## config.mk

```make
export PLATFORM = sky130hd
export DESIGN_NAME = fetch_redirect_unit_flat
export DESIGN_NICKNAME = d
export VERILOG_FILES = /design/src/rtl/fetch_redirect_unit_if.sv /design/src/rtl/fetch_redirect_unit.sv /design/src/flat_wrapper.sv
export SDC_FILE = /design/constraint.sdc
export NUM_CORES = 1
export LEC_CHECK = 0
export ABC_AREA = 1
export CAP_MARGIN = 20
export CORE_MARGIN = 2
export CORE_UTILIZATION = 49
export DETAILED_ROUTE_END_ITERATION = 8
export PLACE_DENSITY = 0.88
export SLEW_MARGIN = 20
export SYNTH_ARGS = -nofsm -noshare
export SYNTH_HDL_FRONTEND = slang
export SYNTH_SLANG_ARGS = --single-unit
```

## constraint.sdc

```tcl
create_clock -name clk -period 2.6 [get_ports clk]
set_input_delay 0.26 -clock clk [delete_from_list [all_inputs] [get_ports clk]]
set_output_delay 0.26 -clock clk [all_outputs]
set_load 0.03 [all_outputs]
```

## src/rtl/fetch_redirect_unit_if.sv

```systemverilog
// Bundle of fetch-side signals: redirect input, instruction-memory request/response,
// the decode-facing output slice, and the FSM state for debug observation.
interface fetch_redirect_unit_if #(
  parameter int XLEN = 32
);
  // Handshakes: a transfer happens on a rising clk edge where valid && ready are both 1.
  // A valid source holds its payload stable until that edge; imem_rsp_valid and
  // redirect_valid are single-cycle pulses with no ready.
  logic            redirect_valid;
  logic [XLEN-1:0] redirect_target;
  logic            imem_req_valid;
  logic            imem_req_ready;
  logic [XLEN-1:0] imem_addr;
  logic            imem_rsp_valid;
  logic [XLEN-1:0] imem_rsp_data;
  logic            if_valid;
  logic            if_ready;
  logic [XLEN-1:0] if_pc;
  logic [XLEN-1:0] if_instr;
  logic            misaligned_err;
  logic [1:0]      dbg_state;

  modport master (
    input  redirect_valid, redirect_target, imem_req_ready, imem_rsp_valid,
           imem_rsp_data, if_ready,
    output imem_req_valid, imem_addr, if_valid, if_pc, if_instr, misaligned_err,
           dbg_state
  );

  modport slave (
    output redirect_valid, redirect_target, imem_req_ready, imem_rsp_valid,
           imem_rsp_data, if_ready,
    input  imem_req_valid, imem_addr, if_valid, if_pc, if_instr, misaligned_err,
           dbg_state
  );
endinterface

```

## src/rtl/fetch_redirect_unit.sv

```systemverilog
// Instruction-fetch PC sequencer: single-outstanding imem requests, one-entry output
// slice to decode, and redirect handling that kills a stale in-flight fetch.
module fetch_redirect_unit #(
  parameter int              XLEN     = 32,
  parameter logic [XLEN-1:0] RESET_PC = '0
) (
  input logic                  clk,
  input logic                  rst_n,
  fetch_redirect_unit_if.master bus
);
  localparam logic [XLEN-1:0] NOP = XLEN'(32'h0000_0013);

  typedef enum logic [1:0] {
    S_IDLE = 2'd0,
    S_REQ  = 2'd1,
    S_WAIT = 2'd2,
    S_HOLD = 2'd3
  } state_e;

  state_e          state_q, state_d;
  logic [XLEN-1:0] pc_q, pc_d;
  logic [XLEN-1:0] if_pc_q, if_pc_d;
  logic [XLEN-1:0] if_instr_q, if_instr_d;
  logic            kill_q, kill_d;
  logic            if_valid_q, if_valid_d;
  logic            req_valid_q, req_valid_d;
  logic            mis_q, mis_d;
  logic [XLEN-1:0] redirect_pc;

  assign redirect_pc = {bus.redirect_target[XLEN-1:2], 2'b00};

  always_comb begin
    state_d    = state_q;
    pc_d       = pc_q;
    if_pc_d    = if_pc_q;
    if_instr_d = if_instr_q;
    kill_d     = kill_q;
    if_valid_d = if_valid_q;
    mis_d      = bus.redirect_valid && (bus.redirect_target[1:0] != 2'b00);

    case (state_q)
      S_IDLE: state_d = S_REQ;
      S_REQ: begin
        // An accepted request carries the old address; a concurrent redirect makes it stale.
        if (bus.imem_req_ready) begin
          state_d = S_WAIT;
          kill_d  = bus.redirect_valid;
        end
      end
      S_WAIT: begin
        if (bus.imem_rsp_valid) begin
          kill_d = 1'b0;
          if (kill_q || bus.redirect_valid) begin
            state_d = S_REQ;
          end else begin
            state_d    = S_HOLD;
            if_valid_d = 1'b1;
            if_pc_d    = pc_q;
            if_instr_d = bus.imem_rsp_data;
            pc_d       = pc_q + XLEN'(4);
          end
        end else if (bus.redirect_valid) begin
          kill_d = 1'b1;
        end
      end
      S_HOLD: begin
        // A redirect flushes decode, so the held word is dropped even if accepted now.
        if (bus.redirect_valid || bus.if_ready) begin
          state_d    = S_REQ;
          if_valid_d = 1'b0;
        end
      end
      default: state_d = S_IDLE;
    endcase

    if (bus.redirect_valid) begin
      pc_d = redirect_pc;
    end

    req_valid_d = (state_d == S_REQ);
  end

  always_ff @(posedge clk or negedge rst_n) begin
    if (!rst_n) begin
      state_q     <= S_IDLE;
      pc_q        <= RESET_PC;
      if_pc_q     <= '0;
      if_instr_q  <= NOP;
      kill_q      <= 1'b0;
      if_valid_q  <= 1'b0;
      req_valid_q <= 1'b0;
      mis_q       <= 1'b0;
    end else begin
      state_q     <= state_d;
      pc_q        <= pc_d;
      if_pc_q     <= if_pc_d;
      if_instr_q  <= if_instr_d;
      kill_q      <= kill_d;
      if_valid_q  <= if_valid_d;
      req_valid_q <= req_valid_d;
      mis_q       <= mis_d;
    end
  end

  assign bus.imem_req_valid = req_valid_q;
  assign bus.imem_addr      = pc_q;
  assign bus.if_valid       = if_valid_q;
  assign bus.if_pc          = if_pc_q;
  assign bus.if_instr       = if_instr_q;
  assign bus.misaligned_err = mis_q;
  assign bus.dbg_state      = state_q;
endmodule

```

## src/flat_wrapper.sv

```systemverilog
// flat-port wrapper written by rule: the top's interface ports become plain ports
module fetch_redirect_unit_flat 
#(
  parameter int              XLEN     = 32,
  parameter logic [XLEN-1:0] RESET_PC = '0
)
  (clk, rst_n, bus_redirect_valid, bus_redirect_target, bus_imem_req_ready, bus_imem_rsp_valid, bus_imem_rsp_data, bus_if_ready, bus_imem_req_valid, bus_imem_addr, bus_if_valid, bus_if_pc, bus_if_instr, bus_misaligned_err, bus_dbg_state);
  fetch_redirect_unit_if #(.XLEN(XLEN)) bus_i ();
  input logic clk;
  input logic rst_n;
  input wire logic [$bits(bus_i.redirect_valid)-1:0] bus_redirect_valid;
  input wire logic [$bits(bus_i.redirect_target)-1:0] bus_redirect_target;
  input wire logic [$bits(bus_i.imem_req_ready)-1:0] bus_imem_req_ready;
  input wire logic [$bits(bus_i.imem_rsp_valid)-1:0] bus_imem_rsp_valid;
  input wire logic [$bits(bus_i.imem_rsp_data)-1:0] bus_imem_rsp_data;
  input wire logic [$bits(bus_i.if_ready)-1:0] bus_if_ready;
  output wire logic [$bits(bus_i.imem_req_valid)-1:0] bus_imem_req_valid;
  output wire logic [$bits(bus_i.imem_addr)-1:0] bus_imem_addr;
  output wire logic [$bits(bus_i.if_valid)-1:0] bus_if_valid;
  output wire logic [$bits(bus_i.if_pc)-1:0] bus_if_pc;
  output wire logic [$bits(bus_i.if_instr)-1:0] bus_if_instr;
  output wire logic [$bits(bus_i.misaligned_err)-1:0] bus_misaligned_err;
  output wire logic [$bits(bus_i.dbg_state)-1:0] bus_dbg_state;
  assign bus_i.redirect_valid = bus_redirect_valid;
  assign bus_i.redirect_target = bus_redirect_target;
  assign bus_i.imem_req_ready = bus_imem_req_ready;
  assign bus_i.imem_rsp_valid = bus_imem_rsp_valid;
  assign bus_i.imem_rsp_data = bus_imem_rsp_data;
  assign bus_i.if_ready = bus_if_ready;
  assign bus_imem_req_valid = bus_i.imem_req_valid;
  assign bus_imem_addr = bus_i.imem_addr;
  assign bus_if_valid = bus_i.if_valid;
  assign bus_if_pc = bus_i.if_pc;
  assign bus_if_instr = bus_i.if_instr;
  assign bus_misaligned_err = bus_i.misaligned_err;
  assign bus_dbg_state = bus_i.dbg_state;
  fetch_redirect_unit #(.XLEN(XLEN), .RESET_PC(RESET_PC)) u_core (.clk(clk), .rst_n(rst_n), .bus(bus_i));
endmodule
```

# Word level (Yosys, flattened, before mapping)
# Index checks and enable logic that the tools add are counted.
totals:
  regBits: 102
  out_inout_bits: 101
  inputBits: 70
  word_cells: 50
op_classes:
  eq_ne: 10
  n_addsub: 1
  bitwise_logic: 1
  reduce_logical: 13
  mux: 17
ops:
  columns: ["cell", "n"]
  rows:
  - ["$mux W32", 4]
  - ["$add A32 B3 Y32 const B", 1]
  - ["$reduce_bool A2 Y1", 5]
  - ["$reduce_and A3 Y1", 3]
  - ["$mux W2", 4]
  - ["$ne A2 B2 Y1 const B", 4]
  - ["$pmux W2 S4", 1]
  - ["$mux W1", 6]
  - ["$eq A2 B1 Y1 const B", 2]
  - ["$eq A2 B2 Y1 const B", 2]
  - ["$pmux W1 S2", 2]
  - ["$reduce_and A4 Y1", 1]
  - ["$ne A3 B3 Y1 const B", 1]
  - ["$logic_not A2 Y1", 1]
  - ["$logic_or A1 B1 Y1", 2]
  - ["$ne A2 B1 Y1 const B", 1]
  - ["$logic_and A1 B1 Y1", 1]
  - ["$not A1 Y1", 1]

# Depth between registers and ports, before layout
# Gate-level depths: netlist (run 1).
depth:
  word_depth: 5
  ltp_mapped: 10
  mapped_depth_nobuf: 10

# Least setup slack after synthesis (run 1)
# OpenSTA, ideal clock, no wires.
synth_path:
  path_type: "register -> register"
  from: "register u_core.pc_q[3] (netlist: u_core.bus.imem_addr[3])"
  to: "register u_core.pc_q[22] (netlist: u_core.bus.imem_addr[22])"
  setup_ns: 0.117
  stages_incl_launch_ff: 11
  arrival_time_ns: 1.554
  period_less_slack_ns: 1.671
  setup_slack_ns: 0.929
  required_time_ns: 2.483
  path_buffers: 0
  cell_sequence: "dfrtp_1 -> ha_1 -> nand2_1 -> nor2_4 -> nand2_4 -> nor2_4 -> nand2_1 -> nand2_1 -> nand3_1 -> nand2_1 -> nand2_1"
synth_between:
  elab_chain_cells: 5
synth_rtl:
  columns: ["element", "line_no", "rtl"]
  rows:
  - ["start: declaration", "fetch_redirect_unit.sv:21", "logic [XLEN-1:0] pc_q, pc_d;"]
  - ["start signal: assignment", "fetch_redirect_unit.sv:95", "pc_q <= pc_d;"]
  - ["$add A32 B3 Y32", "fetch_redirect_unit.sv:60", "pc_d = pc_q + XLEN'(4);"]
  - ["$mux W32", "fetch_redirect_unit.sv:53", "if (kill_q || bus.redirect_valid) begin"]
  - ["$mux W32", "fetch_redirect_unit.sv:51", "if (bus.imem_rsp_valid) begin"]
  - ["$mux W32", "fetch_redirect_unit.sv:41", "case (state_q)"]
  - ["$mux W32", "fetch_redirect_unit.sv:76", "if (bus.redirect_valid) begin"]
# No other way between the ends. The select of a mux whose other input is x is not followed.
# A chain may end at the register's enable or synchronous reset.

# Worst setup path in the final report (run 1)
layout_path:
  from: "register u_core.state_q[1] (netlist: u_core.bus.dbg_state[1])"
  to: "register u_core.pc_q[13] (netlist: u_core.bus.imem_addr[13])"
layout_between:
  elab_chain_cells: 3
layout_rtl:
  columns: ["element", "line_no", "rtl"]
  rows:
  - ["start: declaration", "fetch_redirect_unit.sv:20", "state_e state_q, state_d;"]
  - ["start signal: assignment", "fetch_redirect_unit.sv:94", "state_q <= state_d;"]
  - ["$eq A2 B2 Y1", "fetch_redirect_unit.sv:41", null]
  - ["$reduce_bool A2 Y1 (no source line)", null, null]
  - ["$reduce_and A3 Y1 (no source line)", null, null]
# No other way between the ends.

==> impl_metrics.tcl, run 1 <==
set metrics [dict create \
    slew-limit-headroom 0.4114 \
    drv_cap 0 \
    numCtsBuffers 9 \
    peakVddDrop_mv 0.5160 \
    worstReg2RegEnd "u_core.bus.imem_addr[13]" \
    path_clk_slew_ns 0.09 \
    numPortBuffers 166 \
    synth_flop_cell "dfrtp_1" \
    worstPathRequired_ns 2.85 \
    yosysSeqAreaShare 0.5127 \
    dieArea_um2 10580 \
    drtPass1Iterations 7 \
    synthTopCellsByArea "dfrtp_1, nand2_1, nor2_1" \
    yosys.area.top_type "dfrtp_1" \
    grt_pass1_wl_um 21620 \
    htree_levels 3 \
    antenna_left 0 \
    die_h_um 102.9 \
    clock_latency_ns 0.36 \
    fillers 784 \
    finalWeightedCongestion 0.9319 \
    ys_async_sr_fraction 1.000 \
    final.setup.tns_ns 0 \
    wire_per_inst_um 15.09 \
    cp-end-kind "flip-flop" \
    grt_max_degree 98 \
    cts_buffer_depth 2 \
    whs_ns 0.3990 \
    rows 36 \
    syn_to_final_growth_pct 40.17 \
    path_cells "nand2_2, nor2_4, nand2_4, buf_4, nor2_1, a22oi_1, nand2_1" \
    synthCells 626 \
    synth_cell_types 30 \
    initial_core_util 0.4970 \
    ys_ff_latch 98 \
    critPathLaunchType "flip-flop" \
    worst_pin_slew_ns 0.8828 \
    ys.warnings.count 0 \
    clkSinkCount 98 \
    regToRegSetupSlack_ns 0.60 \
    holdBufCountCts 1 \
    critPathSlowestCell "buf_4" \
    power.leakage_nw 3.161 \
    min_from "bus_imem_rsp_data[1]" \
    nNetsFinal 857 \
    status "completed" \
    crit_end "u_core.bus.imem_addr[13]" \
    arrival_ns 2.25 \
    groute.usage.overall 0.2649 \
    die_width_um 102.9 \
    hold_class "input port to flip-flop" \
    io_pins 171 \
    antennaDiodeCount 0 \
    cts-root-buf "clkbuf_8" \
    synth_top_area_share 0.4962 \
    startpoint "u_core.bus.dbg_state[1]" \
    routed-via-count 4755 \
    grt_pass1_vias 4395 \
    hpwl_um 10320 \
    drive_gt1_frac 0.05563 \
    final-seq-area_um2 2456 \
    overflow 0 \
    final_cell_mix "nand2_1, clkdlybuf4s50_1, dfrtp_1, nor2_1, inv_1" \
    min_period_ns 2.003 \
    syn_area_um2 4791 \
    viasPerCell 5.146 \
    cts_tree "done" \
    core_area_um2 9639 \
    remaining_drc_errors 0 \
    synth_edf_count 0 \
    drt_wl_total_um 13950 \
    max_freq_mhz 499.3 \
    slew_violations 0 \
    drtIter0Drc 302 \
    worstReg2RegStart "u_core.bus.dbg_state[1]" \
    cp_max_fo 97 \
    slowest_delay_ns 0.70 \
    finClkSkew_ns 0.006191 \
    hold_violations 0 \
    mostFrequentLayoutCell "nand2_1" \
    antenna_found_initial 0 \
    avgSynthCellArea_um2 7.653 \
    rsz0062_at_grt "false" \
    post_cts_buffers 0 \
    fin_crit_sh 0.7703 \
    setup_violations 0 \
    fin_util 0.6967 \
    multiInputGateArea_um2 2022 \
    powerDensity_nw_per_um2 865.5 \
    post_cts_resize_count 0 \
    r2r_cells 7 \
    crit_type "flip-flop to flip-flop" \
]
-- power breakdown --
| group | switching [W] | internal, W |
|---|---|---|
| registers | 0.000330 | 0.00197 |
| logic | 0.00156 | 0.00107 |
| clock network | 0.000536 | 0.000350 |
| total | 0.00242 | 0.00339 |
-- worst min path at each step --
stage	to	slack, ns	cells past startpoint
after floorplan	u_core.bus.dbg_state[0]	-0.04	0
final	u_core.bus.if_instr[1]	0.40	3
after CTS	u_core.bus.if_instr[0]	0.40	3
after detailed placement	u_core.bus.misaligned_err	0.31	1
after global routing	u_core.bus.if_instr[0]	0.40	3
after global placement	u_core.bus.misaligned_err	0.30	1
-- cells by family (layout without fill, tap and decap cells) --
kind of cell,after synthesis,after routing,share of synthesized area
other,1,4,0.0007827
adder cells (fa/ha/maj),1,1,0.002611
XOR/XNOR,5,5,0.009140
AND/OR/NAND/NOR,388,388,0.3369
flip-flops,98,98,0.5127
buffers and inverters,74,236,0.06764
AO/OA/AOI/OAI,59,59,0.07025
-- synthesized netlist by cell type, drive strengths merged (2+ instances only) --
library cell / count
nand2: 290
dfrtp: 95
nor2: 56
inv: 46
o21ai: 37
nand3: 32
buf: 18
clkbuf: 10
a21oi: 6
nand4: 6
o211ai: 6
xor2: 5
nor3: 4
dfstp: 3
o21bai: 3
a22oi: 2
a31oi: 2
o221ai: 2
-- flip-flops by register name, summed over array words and instances, names as in the netlist --
name	cells
u_core.bus.dbg_state	2
u_core.bus.if_instr	32
u_core.bus.if_pc	30
u_core.bus.if_valid	1
u_core.bus.imem_addr	30
u_core.bus.imem_req_valid	1
u_core.bus.misaligned_err	1
u_core.kill_q	1
-- worst max-delay path, delay by kind of cell, from the launching register on --
family	cells	cell delay, ns
buffers and inverters	1	0.70
AND/OR/NAND/NOR	5	0.54
AO/OA/AOI/OAI	1	0.19
flip-flops	1	0.45
-- area by class of cell --
class                   instances  share of cell area
clock buffers                  12             0.02012
clock inverters                 4            0.004285
inverters                      46             0.02571
multi-input cells             457              0.3011
flip-flops and latches         98              0.3658
well taps                     133             0.02478
repair buffers                174              0.2582
-- per-stage QoR --
step                      std cells  power [W]  instance area, um^2  setup slack, ns
after detailed placement        907   0.004951                 6541           0.3333
after CTS                       924   0.005826                 6715           0.6069
after global placement          907   0.004875                 6541           0.4016
after global routing            924   0.006111                 6715           0.3724
final                           924   0.005812                 6715           0.5971
after floorplan                 629   0.003715                 4802           0.9286
-- layer usage --
metal	share of wire	wire [um]	GRT usage	vias to the layer above
met1	0.41	5726	0.3550	2219
met3	0.080	1118	0.06305	33
met4	0.027	382	0.09615	0
met5	0	0	0	-
li1	-	-	-	2273
met2	0.48	6719	0.4226	230
Note: power is estimated with default switching activity, not from simulation.
==> run 2: changes to the inputs <==
--- a/config.mk
+++ b/config.mk
@@ -8,9 +8,9 @@
 export ABC_AREA = 1
 export CAP_MARGIN = 20
 export CORE_MARGIN = 2
-export CORE_UTILIZATION = 49
+export CORE_UTILIZATION = 41
 export DETAILED_ROUTE_END_ITERATION = 8
-export PLACE_DENSITY = 0.88
+export PLACE_DENSITY = 0.79
 export SLEW_MARGIN = 20
 export SYNTH_ARGS = -nofsm -noshare
 export SYNTH_HDL_FRONTEND = slang
==> constraint.sdc (replaced) <==
create_clock -name clk -period 1.78 [get_ports clk]
set_input_delay 0.178 -clock clk [delete_from_list [all_inputs] [get_ports clk]]
set_output_delay 0.178 -clock clk [all_outputs]
set_load 0.03 [all_outputs]
==> run 2 against run 1 <==
Effect of this change: core utilization is 8.2 points lower; clock skew up 0.0012 ns; worst hold slack got worse by 0.070 ns; non-clock buffer count rose by 11; sequential share of layout area fell by 1.6 points; via count is the same; worst setup slack worse by 0.57 ns; final cell count up 2.3%; global-route usage fell by 3.0 points; sequential cell count unchanged; critical path depth down 6.
==> impl_metrics.tcl, run 2 (synthesis gave the netlist of run 1 again) <==
set metrics [dict create \
    status "completed" \
    drt_wl_total_um 14350 \
    drtPass1Iterations 5 \
    drv_cap 0 \
    remaining_drc_errors 0 \
    finClkSkew_ns 0.007431 \
    fin_area_um2 7018 \
    rsz0062_at_grt "true" \
    overflow 0 \
    worstPathRequired_ns 1.60 \
    multiInputGateArea_um2 2027 \
    crit_type "flip-flop to output port" \
    die_width_um 112.1 \
    htree_levels 3 \
    slew-limit-headroom 0.6650 \
    antenna_left 0 \
    max_freq_mhz 571.5 \
    io_pins 171 \
    critPathSlowestCell "clkdlybuf4s50_1" \
    nNetsFinal 868 \
    cp_max_fo 6 \
    grt_pass1_vias 4741 \
    groute.usage.overall 0.2350 \
    mostFrequentLayoutCell "nand2_1" \
    slew_violations 0 \
    fin_crit_sh 0.9830 \
    final-seq-area_um2 2456 \
    routed-via-count 4755 \
    drtIter0Drc 472 \
    powerDensity_nw_per_um2 1321 \
    setup_violations 0 \
    core_area_um2 11420 \
    peakVddDrop_mv 0.8272 \
    cp-end-kind "output port" \
    dieArea_um2 12570 \
    largest_reg_flops 32 \
    initial_core_util 0.4196 \
    dpl-instance-area_um2 6679 \
    path_clk_slew_ns 0.07 \
    cts_tree "done" \
    numCtsBuffers 9 \
    path_cells "clkdlybuf4s50_1" \
    clkSinkCount 98 \
    rows 39 \
    critPathLaunchType "flip-flop" \
    finalWeightedCongestion 0.8703 \
    final_cell_mix "nand2_1, clkdlybuf4s50_1, dfrtp_1, inv_1, nor2_1" \
    critical_path.top_delay_family "buffers and inverters" \
    die_h_um 112.1 \
    grt_pass1_wl_um 23490 \
    hold_violations 0 \
    whs_ns 0.3289 \
    power.leakage_nw 3.343 \
    grt_max_degree 58 \
    clock_latency_ns 0.35 \
    hold_class "input port to async pin" \
    numPortBuffers 166 \
    drive_gt1_frac 0.07232 \
    syn_to_final_growth_pct 46.49 \
    antennaDiodeCount 0 \
    arrival_ns 1.57 \
    cts-root-buf "clkbuf_16" \
    hpwl_um 10640 \
    slowest_delay_ns 0.75 \
    wire_per_inst_um 15.19 \
    worst_pin_slew_ns 0.5026 \
    min_period_ns 1.750 \
    fillers 989 \
    crit_buf_inv 1 \
    viasPerCell 5.032 \
    cts_buffer_depth 2 \
    antenna_found_initial 0 \
]
-- run 2: cell count changes in the layout (fill, tap and decap cells not counted), moves of 4 or more --
| cell | before | now |
|---|---|---|
| clkbuf_8 | 9 | 2 |
| buf_12 | 1 | 5 |
| clkbuf_16 | 0 | 9 |
| buf_4 | 7 | 14 |
| dlymetal6s2s_1 | 0 | 4 |
| clkdlybuf4s50_1 | 165 | 161 |
-- run 2: where the power goes --
part           internal (W)  switching (W)
sequential          0.00288       0.000490
clock               0.00117       0.000842
combinational       0.00159        0.00229
total               0.00565        0.00362
-- run 2: per-layer routing --
metal | GRT usage | wire length (um) | vias up
met4 | 0.1301 | 563 | 0
li1 | - | - | 2287
met3 | 0.04104 | 808 | 40
met2 | 0.3731 | 6813 | 188
met5 | 0 | 0 | -
met1 | 0.3074 | 6167 | 2240
-- run 2: final cells by class --
cell class	instances	area share
flip-flops and latches	98	0.3500
multi-input cells	457	0.2888
repair buffers	185	0.2674
clock buffers	13	0.03708
well taps	143	0.02549
inverters	46	0.02460
clock inverters	3	0.006597
-- run 2: worst paths after layout --
| check | start | to | slack (ns) | cells after the start |
|---|---|---|---|---|
| worst max-delay path | u_core.bus.imem_addr[11] | bus_imem_addr[11] | 0.03 | 1 |
| worst min-delay path | rst_n | u_core.bus.if_instr[22] | 0.33 | 2 |
| worst max register to register | u_core.bus.imem_addr[2] | u_core.bus.imem_addr[24] | 0.16 | 10 |
| worst min register to register | u_core.bus.if_instr[1] | u_core.bus.if_instr[1] | 0.47 | 2 |
| max in group asynchronous | rst_n | u_core.bus.imem_addr[20] | 0.76 | 3 |
| min in group clk | bus_imem_rsp_data[1] | u_core.bus.if_instr[1] | 0.34 | 3 |
-- run 2: timing repair --
action,CTS,global route
hold endpoints to repair,33,0
setup endpoints to repair,0,9
resized for setup,0,6
setup buffers,0,1
hold buffers,1,0
-- run 2: per-stage QoR --
step                      power [W]  setup TNS (ns)    util  instances  setup slack (ns)
after floorplan            0.005426               0       -        629            0.1086
after global placement     0.007179               0  0.5849        927           0.06266
after CTS                  0.009325               0  0.6126        944          0.004189
after global routing       0.009732        -0.01246  0.6146        945          -0.01246
final                      0.009268               0  0.6146        945           0.03032
after detailed placement   0.007276        -0.02731  0.5849        927          -0.01953
==> run 3: changes to the inputs <==
--- a/config.mk
+++ b/config.mk
@@ -6,6 +6,7 @@
 export NUM_CORES = 1
 export LEC_CHECK = 0
 export ABC_AREA = 1
+export ABC_CLOCK_PERIOD_IN_PS = 1780
 export CAP_MARGIN = 20
 export CORE_MARGIN = 2
 export CORE_UTILIZATION = 41
==> results of run 3 <==
Same layout as run 2: the final DEF is identical, and so are final timing and power.
